**config.mk**
```make
export PLATFORM = sky130hd
export DESIGN_NAME = adc_burst_adr_alloc
export DESIGN_NICKNAME = d
export VERILOG_FILES = /design/src/rtl/adc_burst_adr_alloc.sv
export SDC_FILE = /design/constraint.sdc
export NUM_CORES = 1
export LEC_CHECK = 0
export CAP_MARGIN = 20
export CORE_MARGIN = 2
export CORE_UTILIZATION = 45
export DETAILED_ROUTE_END_ITERATION = 8
export PLACE_DENSITY = 0.66
export RECOVER_POWER = 25
export SLEW_MARGIN = 5
export SYNTH_ARGS = -nofsm -noshare
export SYNTH_HDL_FRONTEND = slang
export SYNTH_SLANG_ARGS = --single-unit
```
**constraint.sdc**
```tcl
create_clock -name clk -period 16.1 [get_ports clk]
set_input_delay 2.415 -clock clk [delete_from_list [all_inputs] [get_ports clk]]
set_output_delay 2.415 -clock clk [all_outputs]
set_load 0.05 [all_outputs]
```
**src/rtl/adc_burst_adr_alloc.sv**
```systemverilog
// rtl/adc_burst_adr_alloc.sv - multi-channel DDR3 burst address allocator for ADC fills
//
// Each ADC channel owns a fixed DDR3 region of 2^REGION_LOG2 bursts starting at
// k << REGION_LOG2. A per-channel IDLE/FILLING state machine tracks the current
// fill, latches its start address, counts its bursts and emits a one-cycle
// completion record when the fill ends.
//
// Optional build macro: ADC_ADR_WRAP_PROTECT_EN
//   defined   - a channel whose offset has reached the top of its region drops
//               further bursts (pointer and length hold, wrap acts as "region full")
//   undefined - the offset wraps to 0 inside the region and wrap is set
//
// Ports:
//   clk, rst        clock, asynchronous active-high reset
//   init            synchronous clear of all channels (highest priority)
//   chan_sel        channel addressed by fill_start / fill_end
//   fill_start      begin (or restart) a fill on chan_sel
//   fill_end        end the fill on chan_sel
//   burst_wr        per-channel strobe, one burst written to DDR3
//   burst_adr       current burst address, channel k at [k*ADR_W +: ADR_W]
//   fill_active     channel is FILLING
//   wrap, err       sticky per-channel wrap / protocol-error flags
//   done_valid      one-cycle pulse, completion record valid
//   done_chan       channel of the completed fill
//   done_start_adr  first burst address of the completed fill
//   done_len        number of bursts in the completed fill (saturating)

module adc_burst_adr_alloc #(
    parameter int NCHAN       = 5,
    parameter int CHW         = 3,
    parameter int REGION_LOG2 = 20,
    parameter int ADR_W       = 23
) (
    input  logic                     clk,
    input  logic                     rst,
    input  logic                     init,
    input  logic [CHW-1:0]           chan_sel,
    input  logic                     fill_start,
    input  logic                     fill_end,
    input  logic [NCHAN-1:0]         burst_wr,
    output logic [NCHAN*ADR_W-1:0]   burst_adr,
    output logic [NCHAN-1:0]         fill_active,
    output logic [NCHAN-1:0]         wrap,
    output logic [NCHAN-1:0]         err,
    output logic                     done_valid,
    output logic [CHW-1:0]           done_chan,
    output logic [ADR_W-1:0]         done_start_adr,
    output logic [REGION_LOG2:0]     done_len
);

    localparam int LEN_W = REGION_LOG2 + 1;
    localparam logic [REGION_LOG2-1:0] OFF_MAX = '1;
    localparam logic [LEN_W-1:0]       LEN_MAX = LEN_W'(1) << REGION_LOG2;

    typedef enum logic {
        ST_IDLE    = 1'b0,
        ST_FILLING = 1'b1
    } chan_state_e;

    chan_state_e            state_q [NCHAN];
    chan_state_e            state_d [NCHAN];
    logic [REGION_LOG2-1:0] off_q   [NCHAN];
    logic [REGION_LOG2-1:0] off_d   [NCHAN];
    logic [LEN_W-1:0]       len_q   [NCHAN];
    logic [LEN_W-1:0]       len_d   [NCHAN];
    logic [ADR_W-1:0]       start_q [NCHAN];
    logic [ADR_W-1:0]       start_d [NCHAN];
    logic [ADR_W-1:0]       adr_cur [NCHAN];
    logic [LEN_W-1:0]       len_base[NCHAN];

    logic [NCHAN-1:0] wrap_q, wrap_d;
    logic [NCHAN-1:0] err_q, err_d;
    logic             done_valid_q, done_valid_d;
    logic [CHW-1:0]   done_chan_q, done_chan_d;
    logic [ADR_W-1:0] done_start_adr_q, done_start_adr_d;
    logic [LEN_W-1:0] done_len_q, done_len_d;

    // Per-channel decoded events
    logic [NCHAN-1:0] hit;        // chan_sel addresses this channel
    logic [NCHAN-1:0] start_ev;   // fill_start on this channel
    logic [NCHAN-1:0] end_ev;     // fill_end on this channel, not masked by fill_start
    logic [NCHAN-1:0] filling;    // currently in FILLING
    logic [NCHAN-1:0] active;     // a burst this cycle belongs to a fill
    logic [NCHAN-1:0] at_max;     // offset at top of region
    logic [NCHAN-1:0] take;       // burst accepted: pointer advances

    for (genvar k = 0; k < NCHAN; k++) begin : g_adr
        assign adr_cur[k] = (ADR_W'(k) << REGION_LOG2)
                          | {{(ADR_W-REGION_LOG2){1'b0}}, off_q[k]};
        assign burst_adr[k*ADR_W +: ADR_W] = adr_cur[k];
        assign fill_active[k] = (state_q[k] == ST_FILLING);
    end

    always_comb begin
        for (int i = 0; i < NCHAN; i++) begin
            hit[i]      = (chan_sel == CHW'(i));
            start_ev[i] = fill_start & hit[i];
            end_ev[i]   = fill_end & hit[i] & ~fill_start;
            filling[i]  = (state_q[i] == ST_FILLING);
            // A burst in the same cycle as fill_start counts toward the new fill.
            active[i]   = filling[i] | start_ev[i];
            at_max[i]   = (off_q[i] == OFF_MAX);
`ifdef ADC_ADR_WRAP_PROTECT_EN
            take[i]     = burst_wr[i] & active[i] & ~at_max[i];
`else
            take[i]     = burst_wr[i] & active[i];
`endif
            len_base[i] = start_ev[i] ? '0 : len_q[i];
        end
    end

    always_comb begin
        wrap_d           = wrap_q;
        err_d            = err_q;
        done_valid_d     = 1'b0;
        done_chan_d      = done_chan_q;
        done_start_adr_d = done_start_adr_q;
        done_len_d       = done_len_q;

        for (int i = 0; i < NCHAN; i++) begin
            state_d[i] = state_q[i];
            off_d[i]   = off_q[i];
            len_d[i]   = len_base[i];
            start_d[i] = start_q[i];

            if (take[i]) begin
                off_d[i] = off_q[i] + 1'b1;
                if (len_base[i] != LEN_MAX) begin
                    len_d[i] = len_base[i] + 1'b1;
                end
            end

`ifdef ADC_ADR_WRAP_PROTECT_EN
            // Region full: a burst arriving at the top offset is dropped.
            if (burst_wr[i] && active[i] && at_max[i]) begin
                wrap_d[i] = 1'b1;
            end
`else
            if (take[i] && at_max[i]) begin
                wrap_d[i] = 1'b1;
            end
`endif

            // Protocol errors: stray burst, restart, stray end, start+end clash.
            if ((burst_wr[i] && !active[i]) ||
                (start_ev[i] && filling[i]) ||
                (end_ev[i] && !filling[i]) ||
                (start_ev[i] && fill_end)) begin
                err_d[i] = 1'b1;
            end

            if (start_ev[i]) begin
                state_d[i] = ST_FILLING;
                start_d[i] = adr_cur[i];
            end else if (end_ev[i] && filling[i]) begin
                state_d[i]       = ST_IDLE;
                done_valid_d     = 1'b1;
                done_chan_d      = CHW'(i);
                done_start_adr_d = start_q[i];
                done_len_d       = len_d[i];
            end
        end

        if (init) begin
            for (int i = 0; i < NCHAN; i++) begin
                state_d[i] = ST_IDLE;
                off_d[i]   = '0;
                len_d[i]   = '0;
                start_d[i] = '0;
            end
            wrap_d           = '0;
            err_d            = '0;
            done_valid_d     = 1'b0;
            done_chan_d      = '0;
            done_start_adr_d = '0;
            done_len_d       = '0;
        end
    end

    always_ff @(posedge clk or posedge rst) begin
        if (rst) begin
            for (int i = 0; i < NCHAN; i++) begin
                state_q[i] <= ST_IDLE;
            end
        end else begin
            for (int i = 0; i < NCHAN; i++) begin
                state_q[i] <= state_d[i];
            end
        end
    end

    always_ff @(posedge clk or posedge rst) begin
        if (rst) begin
            for (int i = 0; i < NCHAN; i++) begin
                off_q[i]   <= '0;
                len_q[i]   <= '0;
                start_q[i] <= '0;
            end
            wrap_q           <= '0;
            err_q            <= '0;
            done_valid_q     <= 1'b0;
            done_chan_q      <= '0;
            done_start_adr_q <= '0;
            done_len_q       <= '0;
        end else begin
            for (int i = 0; i < NCHAN; i++) begin
                off_q[i]   <= off_d[i];
                len_q[i]   <= len_d[i];
                start_q[i] <= start_d[i];
            end
            wrap_q           <= wrap_d;
            err_q            <= err_d;
            done_valid_q     <= done_valid_d;
            done_chan_q      <= done_chan_d;
            done_start_adr_q <= done_start_adr_d;
            done_len_q       <= done_len_d;
        end
    end

    assign wrap           = wrap_q;
    assign err            = err_q;
    assign done_valid     = done_valid_q;
    assign done_chan      = done_chan_q;
    assign done_start_adr = done_start_adr_q;
    assign done_len       = done_len_q;

endmodule

```
-- Word level (Yosys, flattened, before mapping)
Index checks and enable logic that the tools add are counted.
- add/subtract/negate cells: 10
- bitwise operators: 26
- muxes and demuxes: 95
- equality and inequality tests: 14
- reductions and logical operators: 81
- operators by type and width (kind ; count):
    $mux 21 ; 26
    $mux 23 ; 16
    $mux 115 ; 1
    $add 21x1->21 const B ; 5
    $mux 105 ; 1
    $ne 21x21->1 const B ; 5
    $add 20x1->20 const B ; 5
    $eq 20x20->1 const B ; 5
    $mux 100 ; 1
    $mux 20 ; 5
    $reduce_bool 2->1 ; 20
    $mux 3 ; 11
    $mux 1 ; 31
    $logic_and 1x1->1 ; 30
    $and 1x1->1 ; 20
    $logic_or 1x1->1 ; 15
    $mux 5 ; 3
    $reduce_bool 3->1 ; 5
    $logic_not 1->1 ; 10
    $eq 3x2->1 const B ; 2
    $or 1x1->1 ; 5
    $eq 3x1->1 const B ; 1
    $eq 3x3->1 const B ; 1
    $logic_not 3->1 ; 1
    $not 1->1 ; 1
- output and inout bits: 178
- bits in registers: 383
- word-level logic and storage cells: 260
- bits of input ports: 13

-- Logic depth before layout (Yosys ltp)
- depth in word-level cells: 17
- gate-level depth with buffers: 14
- depth with buffers taken out: 11

-- Worst setup path after synthesis
No wires, ideal clock.
- kind: input-to-reg
- start: input port chan_sel[1]
- end: register done_len_q[1], in the netlist done_len[1]
- path buffers: 2
- slack: 11.153 ns
- data required time: 16.022 ns
- arrival time: 4.869 ns
- stages on the path: 12
- cell sequence: or4b_1 > buf_2 > buf_1 > nand2_1 > ha_1 > nor4b_1 > nand4_1 > nor2_1 > nor2_1 > mux2_2 > a221o_1 > a21oi_1
- word-level cells in the longest chain between the ends: 17
- RTL lines (item ; RTL line ; RTL):
    from (decl) ; 37 ; input logic [CHW-1:0] chan_sel,
    $logic_not 3->1 ; 96 ; hit[i] = (chan_sel == CHW'(i));
    $and 1x1->1 ; 97 ; start_ev[i] = fill_start & hit[i];
    $mux 21 ; 108 ; len_base[i] = start_ev[i] ? '0 : len_q[i];
    $add 21x1->21 / $ne 21x21->1 (equally long branches) ; 129, 128 ;
    $mux 21 ; 128 ; if (len_base[i] != LEN_MAX) begin
    $mux 21 ; 126 ; if (take[i]) begin
    $mux 21 ; 155 ; end else if (end_ev[i] && filling[i]) begin
    $mux 21 ; 152 ; if (start_ev[i]) begin
    [... 2 more ...] ; - ;
    $mux 21 ; 155 ;
    $mux 21 ; 152 ;
    $mux 21 ; 155 ;
    $mux 21 ; 152 ;
    $mux 21 ; 155 ;
    $mux 21 * ; 152 ;
    $mux 21 * ; 164 ; if (init) begin
    named net done_len_d[1] ; 76 ; logic [LEN_W-1:0] done_len_q, done_len_d;
    to (signal assigned) ; 216 ; done_len_q <= done_len_d;
    to (decl) ; 76 ;
The timed path passes the listed nets; every way through them passes the cells marked *.
A chain may end at the register's enable or synchronous reset.

==> results <==
- The average vias per placed instance is 5.93.
- The level count of the clock H-tree is 2.
- The library cells used most frequently in the layout, excluding fill and tap cells, are sky130_fd_sc_hd__dfrtp_1, sky130_fd_sc_hd__nand2_1, sky130_fd_sc_hd__nor2_1.
- Once the clock tree was built, the setup fixing pass inserted 0 buffers.
- CTS saw 372 sinks.
- In this run the worst path has a maximum fanout of 163.
- The slowest stage of the critical path is the sky130_fd_sc_hd__clkinvlp_2 cell.
- The later pin in the worst-skew pair is clocked with a latency of 560 ps.
- The library cell used most frequently in the layout, excluding fill and tap cells, is sky130_fd_sc_hd__dfrtp_1.
- The post-synthesis instance total is 2074.
- For this block, the initial DRC count from the detailed router was 1651.
- The final count of pins violating max slew is 243.
- The number of antenna repair diodes is 0.
- Pin placement for this block handled 191 I/O pins.
- The worst ir drop on vdd is 76.3 uV.
- The area growth from synthesis to layout is 19.0%.
- After layout, the minimum clock period comes to 7640 ps.
- Counting along the longest clock path gives a buffer depth of 3.
- In this run the tightest slew margin relative to its limit is -328%.
- For this run, the leading register cell type out of synthesis is sky130_fd_sc_hd__dfrtp_1.
- TritonCTS built the clock tree.
- The delay contributed by the slowest stage of the critical path is 3520 ps.
- The path class of the tightest hold or removal check is reg -> reg.
- At the pin with the least slew margin, the transition time is 6390 ps.
- The area of the mapped netlist is 0.0187 mm2.
- The count of endpoints failing setup in the final report is 0.
- The area fraction in compound gates after synthesis is 12.3%.
- Global routing consumed, over all layers together, 27.2% of the routing resources.
- The number of antenna violations at the first check in global routing is 0.
- The setup clock skew after layout is 26.7 ps.
- After Yosys synthesis, full adders, half adders and majority gates account for 0.936% of the synthesized area.
- The first-pass GRT wire length is 93600 um.
- The routed wire length per instance is 21.7 um.
- Setup repair after global routing left no endpoint under its margin.
- For this design, the CTS-stage hold fixing added 0 buffers.
- The number of synthesized flops with an enable pin is 0.
- STA classifies the critical path startpoint as an input port.
- The post-route DRC violation count is 0.
- The kind of end point of the critical path is an async pin.
- The residual overflow from global routing is 0.
- The die is 208 um tall.
- The fraction of synthesized area in multiplexers is 0.729%.
- The share of the Yosys chip area taken by registers is 49.7%.
- Summing over every cut layer, the via total after detailed routing is 16318.
- Yosys mapped the design onto 75 distinct sky130hd cell types.
- The synthesized design contains 372 register bits.
- The mean cell area of the mapped netlist is 9.02 um2.
- The total core area is 0.0409 mm2.
- The run finished, with violations left.
- The die covers 0.0432 mm2.
- The final critical path takes up 47.5% of the cycle.
- For this run, the top clock speed supported by timing is 131 MHz.
- The number of clock buffers added by TritonCTS is 41.
- The number of detailed-routing iterations run before antenna repair is 6.
- The required time of the worst setup path is 16630 ps.
- The post-synthesis xor/xnor area fraction is 8.47%.
- For this run, the number of Yosys warnings is 0.
- The maximum number of pins on one net before global-route repair is 164.
- The max-cap violation count is 5.
- The number of global-route vias before repair is 15354.
- The worst hold-check slack is 501 ps.
- The number of I/O port buffers is 175.
- The detail route stage leaves a number of antenna-violating nets equal to 0.
- Summed over all nets, the half-perimeter wirelength after detailed placement is 41700 um.
- The class of the most critical setup path is in -> async.
- The number of core rows is 74.
- After clock tree synthesis, the repair step resized 0 gates.
- Clock-pin slew was measured on the worst setup and hold paths at 60 ps.
- In the final layout, the share of cells above drive strength 1 is 5.04%.
- The number of placed instances with taps included is 2679.
- Setup total negative slack on the finished layout was measured at 0 ps.
- The worst endpoint data arrival time is 8180 ps.
- The combinational family with the most area after synthesis is simple AND/OR/NAND/NOR gates.
- The final hold violation count is 0.
- The final weighted congestion in routability-driven placement is 0.922.
- The post-layout net count is 2217.
- The non-filler instance count after layout is 2753.
- After detailed routing, the total wire length is 59900 um.
- The power density of the placed cells is 93.5 mW/mm2.
- The cell chosen for the clock root is sky130_fd_sc_hd__clkbuf_16.
- For this configuration, the core starts out at a cell density of 45.7%.
- For this run, asynchronously set or reset flops after synthesis account for 100%.
- The post-synthesis share of cell area spent on and, or, nand and nor gates is 24.2%.
- The checks that failed: capacitance limit, slew limit.
- The overall die width is 208 um.
- Traced cell by cell, the critical path runs through dlygate4sd3_1, clkinvlp_2, buf_12, buf_4.
- Summed over all cells, the static leakage comes to 9.24 nW.
per-layer routing:
| layer | share of wire [%] | GRT usage [%] |
|---|---|---|
| met5 | 0 | 0 |
| met2 | 43 | 39.4 |
| met4 | 2.4 | 7.12 |
| met1 | 46 | 42.3 |
| met3 | 7.9 | 4.45 |
area by class of cell:
cell class	count	area [um2]
clock inverters	12	240
repair buffers	196	1910
well taps	532	666
inverters	23	87.6
flip-flops and latches	372	9310
clock buffers	62	1280
multi-input cells	1556	8780
fillers	3710	18600
critical path: cells and delay by family:
kind	cells	cell delay, ps
buf+inv	4	5520
sequential cells by signal (all words and copies together), names as in the netlist:
name / flops
len_q: 105
start_q: 104
burst_adr: 100
done_start_adr: 23
done_len: 21
err: 5
fill_active: 5
wrap: 5
done_chan: 3
done_valid: 1
power breakdown:
part | internal, mW | total (mW) | switching [mW] | leakage (nW)
Combinational | 0.0191 | 0.0982 | 0.0792 | 3.30
Sequential | 0.939 | 0.946 | 0.00658 | 5.19
Clock | 0.645 | 1.04 | 0.394 | 0.749
Yosys cell counts, types with 3 or more instances:
cell,number,area share [%]
sky130_fd_sc_hd__dfrtp_1,372,50
sky130_fd_sc_hd__nand2_1,354,7.1
sky130_fd_sc_hd__nor2_1,272,5.5
sky130_fd_sc_hd__a21oi_1,156,4.2
sky130_fd_sc_hd__xor2_1,108,5.1
sky130_fd_sc_hd__clkbuf_1,90,1.8
sky130_fd_sc_hd__xnor2_1,73,3.4
sky130_fd_sc_hd__nor3_1,66,1.8
sky130_fd_sc_hd__nand3_1,64,1.7
sky130_fd_sc_hd__nand4_1,63,2.1
sky130_fd_sc_hd__o21ai_0,41,1.1
sky130_fd_sc_hd__nor4_1,32,1.1
sky130_fd_sc_hd__o22ai_1,32,1.1
sky130_fd_sc_hd__o211ai_1,31,1.2
sky130_fd_sc_hd__and3_1,30,1.0
sky130_fd_sc_hd__inv_1,23,0.46
sky130_fd_sc_hd__a211o_1,21,0.98
sky130_fd_sc_hd__and4_1,21,0.98
sky130_fd_sc_hd__buf_1,16,0.32
sky130_fd_sc_hd__buf_4,16,0.64
sky130_fd_sc_hd__or3_1,16,0.53
sky130_fd_sc_hd__buf_2,14,0.37
sky130_fd_sc_hd__ha_1,14,0.94
sky130_fd_sc_hd__a221oi_1,11,0.51
sky130_fd_sc_hd__a31oi_1,9,0.30
sky130_fd_sc_hd__o21a_1,9,0.36
sky130_fd_sc_hd__a211oi_1,8,0.32
sky130_fd_sc_hd__mux2i_1,8,0.43
sky130_fd_sc_hd__nor4b_1,7,0.33
sky130_fd_sc_hd__o2111ai_1,7,0.33
sky130_fd_sc_hd__and2_1,6,0.20
sky130_fd_sc_hd__a221o_1,5,0.27
sky130_fd_sc_hd__nand4bb_1,5,0.30
sky130_fd_sc_hd__nor3b_1,5,0.20
sky130_fd_sc_hd__a21o_1,4,0.16
sky130_fd_sc_hd__mux2_2,4,0.24
sky130_fd_sc_hd__nor2b_1,4,0.13
sky130_fd_sc_hd__nor4_2,4,0.27
sky130_fd_sc_hd__and4bb_2,3,0.20
sky130_fd_sc_hd__o21ai_1,3,0.080
final timing paths:
path | startpoint | to | slack [ps] | cells past startpoint
worst max-delay path | rst | burst_adr[32] | 8460 | 4
worst min register to register | start_q[67] | start_q[67] | 500 | 2
max in group clk | chan_sel[1] | done_len[1] | 9740 | 12
min in group asynchronous | rst | len_q[16] | 4320 | 2
worst max register to register | fill_active[0] | done_len[3] | 13130 | 7
worst min-delay path | start_q[67] | start_q[67] | 500 | 2
metrics by stage:
stage | setup slack, ps | instance area, um2 | power, mW | util, %
2_1_floorplan | 3350 | 18800 | 1.03 | -
4_1_cts | 10480 | 22300 | 2.10 | 54.5
3_3_place_gp | 9970 | 20800 | 1.06 | 50.8
6_report | 8460 | 22300 | 2.08 | 54.4
5_1_grt | 7380 | 22300 | 2.14 | 54.4
3_5_place_dp | 9920 | 20800 | 1.06 | 50.8
cell families (layout without fill, tap and decap cells):
family | count (synthesis) | after routing
flip-flops | 372 | 372
other | 2 | 15
AO/OA/AOI/OAI | 364 | 364
buffers and inverters | 159 | 293
adder cells (fa/ha/maj) | 14 | 14
XOR/XNOR | 181 | 181
AND/OR/NAND/NOR | 969 | 969
multiplexers | 13 | 13
No activity file was read; power rests on OpenSTA's default activity.
==> patch: new RTL, same flow settings <==
`CHW`: 3 -> 5.
--- a/src/rtl/adc_burst_adr_alloc.sv
+++ b/src/rtl/adc_burst_adr_alloc.sv
@@ -28,5 +28,5 @@
 module adc_burst_adr_alloc #(
     parameter int NCHAN       = 5,
-    parameter int CHW         = 3,
+    parameter int CHW         = 5,
     parameter int REGION_LOG2 = 20,
     parameter int ADR_W       = 23
Ports: changed (resized chan_sel and done_chan); port bits go from 191 to 195. The function was not compared with the original's and may differ.
==> patch against the original RTL <==
The run still ends with max-capacitance violations, max-slew violations left. Fmax down 14%. Sequential share of layout area down 0.42 points. Worst setup slack worse by 1.3 ns. Total power down 1.1%. Core utilization down 0.26 points. Global-route usage up 1.5 points. Clock power about the same. Area after synthesis up 1.1%. Register-to-register slack worse by 0.02 ns. Sequential cell count up 2. Wire length up 5.0%. Final area up 1.6%. Critical path type unchanged. Critical endpoint is now len_q[41].
==> patch: results (changes against the original RTL) <==
stage,metric,value,unit,change
status,status,"finished, violations left",,
status,violations,"max-capacitance violations, max-slew violations",,
sta,maxSlewViolCount,359,,+48%
grt,met1_usage,0.380,,-0.0433
final_layout,regArea,9360,sq um,+0.54%
final_layout,fin_area,22600,sq um,+1.6%
grt,grtUsageTotal,0.288,,+0.0151
die,tap_cells,539,,+1.3%
final_layout,multi_input_area,8960,sq um,+2.0%
synth,yosysSeqAreaShare,0.495,,-0.00255
route,wl_per_cell,22.4,um,+2.8%
grt,grt_pass1_wl,96.9,mm,+3.5%
grt,grt_max_degree,232,,+41%
synth,synth_mux_area_frac,0.00648,,-0.000804
route,vias,16800,,+2.8%
route,met3_length,4.47,mm,-5.9%
flow_run,max_cap_violations,5,,unchanged
synth,synth-compound-area-share,0.123,,+0.000172
final_layout,drive_gt1_frac,0.0599,,+0.00946
place,finalWeightedCongestion,0.967,,+4.8%
setup_path,crit_fanout,102,,-37%
setup_path,critical_path_arrival,8.93,ns,+0.75 ns
synth,synth_top_area_share,0.495,,-0.00255
route,first_pass_iters,7,,+1
grt,grt_pass1_vias,16300,,+6.3%
hold_path,min-delay-start,start_q[89],,
final_layout,layout.nets,2268,,+2.3%
power_and_ir_drop,ir_worst_vdd,65.0,uV,-15%
final_layout,nonClockBufferCount,207,,+5.6%
setup_path,r2r_slack,13.11,ns,-0.02 ns
setup_path,r2r_start,len_q[0],,
place,dp_hpwl,44.1,mm,+5.7%
final_layout,inverters,19,,-17%
==> patch: changes by cell type in the layout (fill, tap and decap cells not counted), moves of 11 or more <==
cell,delta
a2111oi_0,+20
a211o_1,-17
nand2_1,-19
nand4_1,-11
nor2_1,+24
nor2b_1,+11
o211ai_1,-24
o21ai_0,+20
xor2_1,-15
==> patch: metrics by stage <==
step / std cells / setup slack (ns) / hold slack (ns) / total power [mW]
after global placement: 2729 / 8.74 / 0.479 / 1.04
final: 2810 / 7.20 / 0.504 / 2.06
after global routing: 2810 / 5.89 / 0.535 / 2.12
after detailed placement: 2729 / 8.62 / 0.489 / 1.04
after CTS: 2804 / 9.23 / 0.504 / 2.07
after floorplan: 2126 / 3.30 / 0.466 / 1.01
==> patch: power by group <==
part	switching, mW	total, mW	internal [mW]
registers	0.00177	0.944	0.942
clock network	0.409	1.04	0.629
logic	0.0653	0.0777	0.0124
total	0.476	2.06	1.58
==> patch: worst max-delay path, delay by kind of cell <==
kind                   cells  cell delay, ns
buffers and inverters      4            6.39
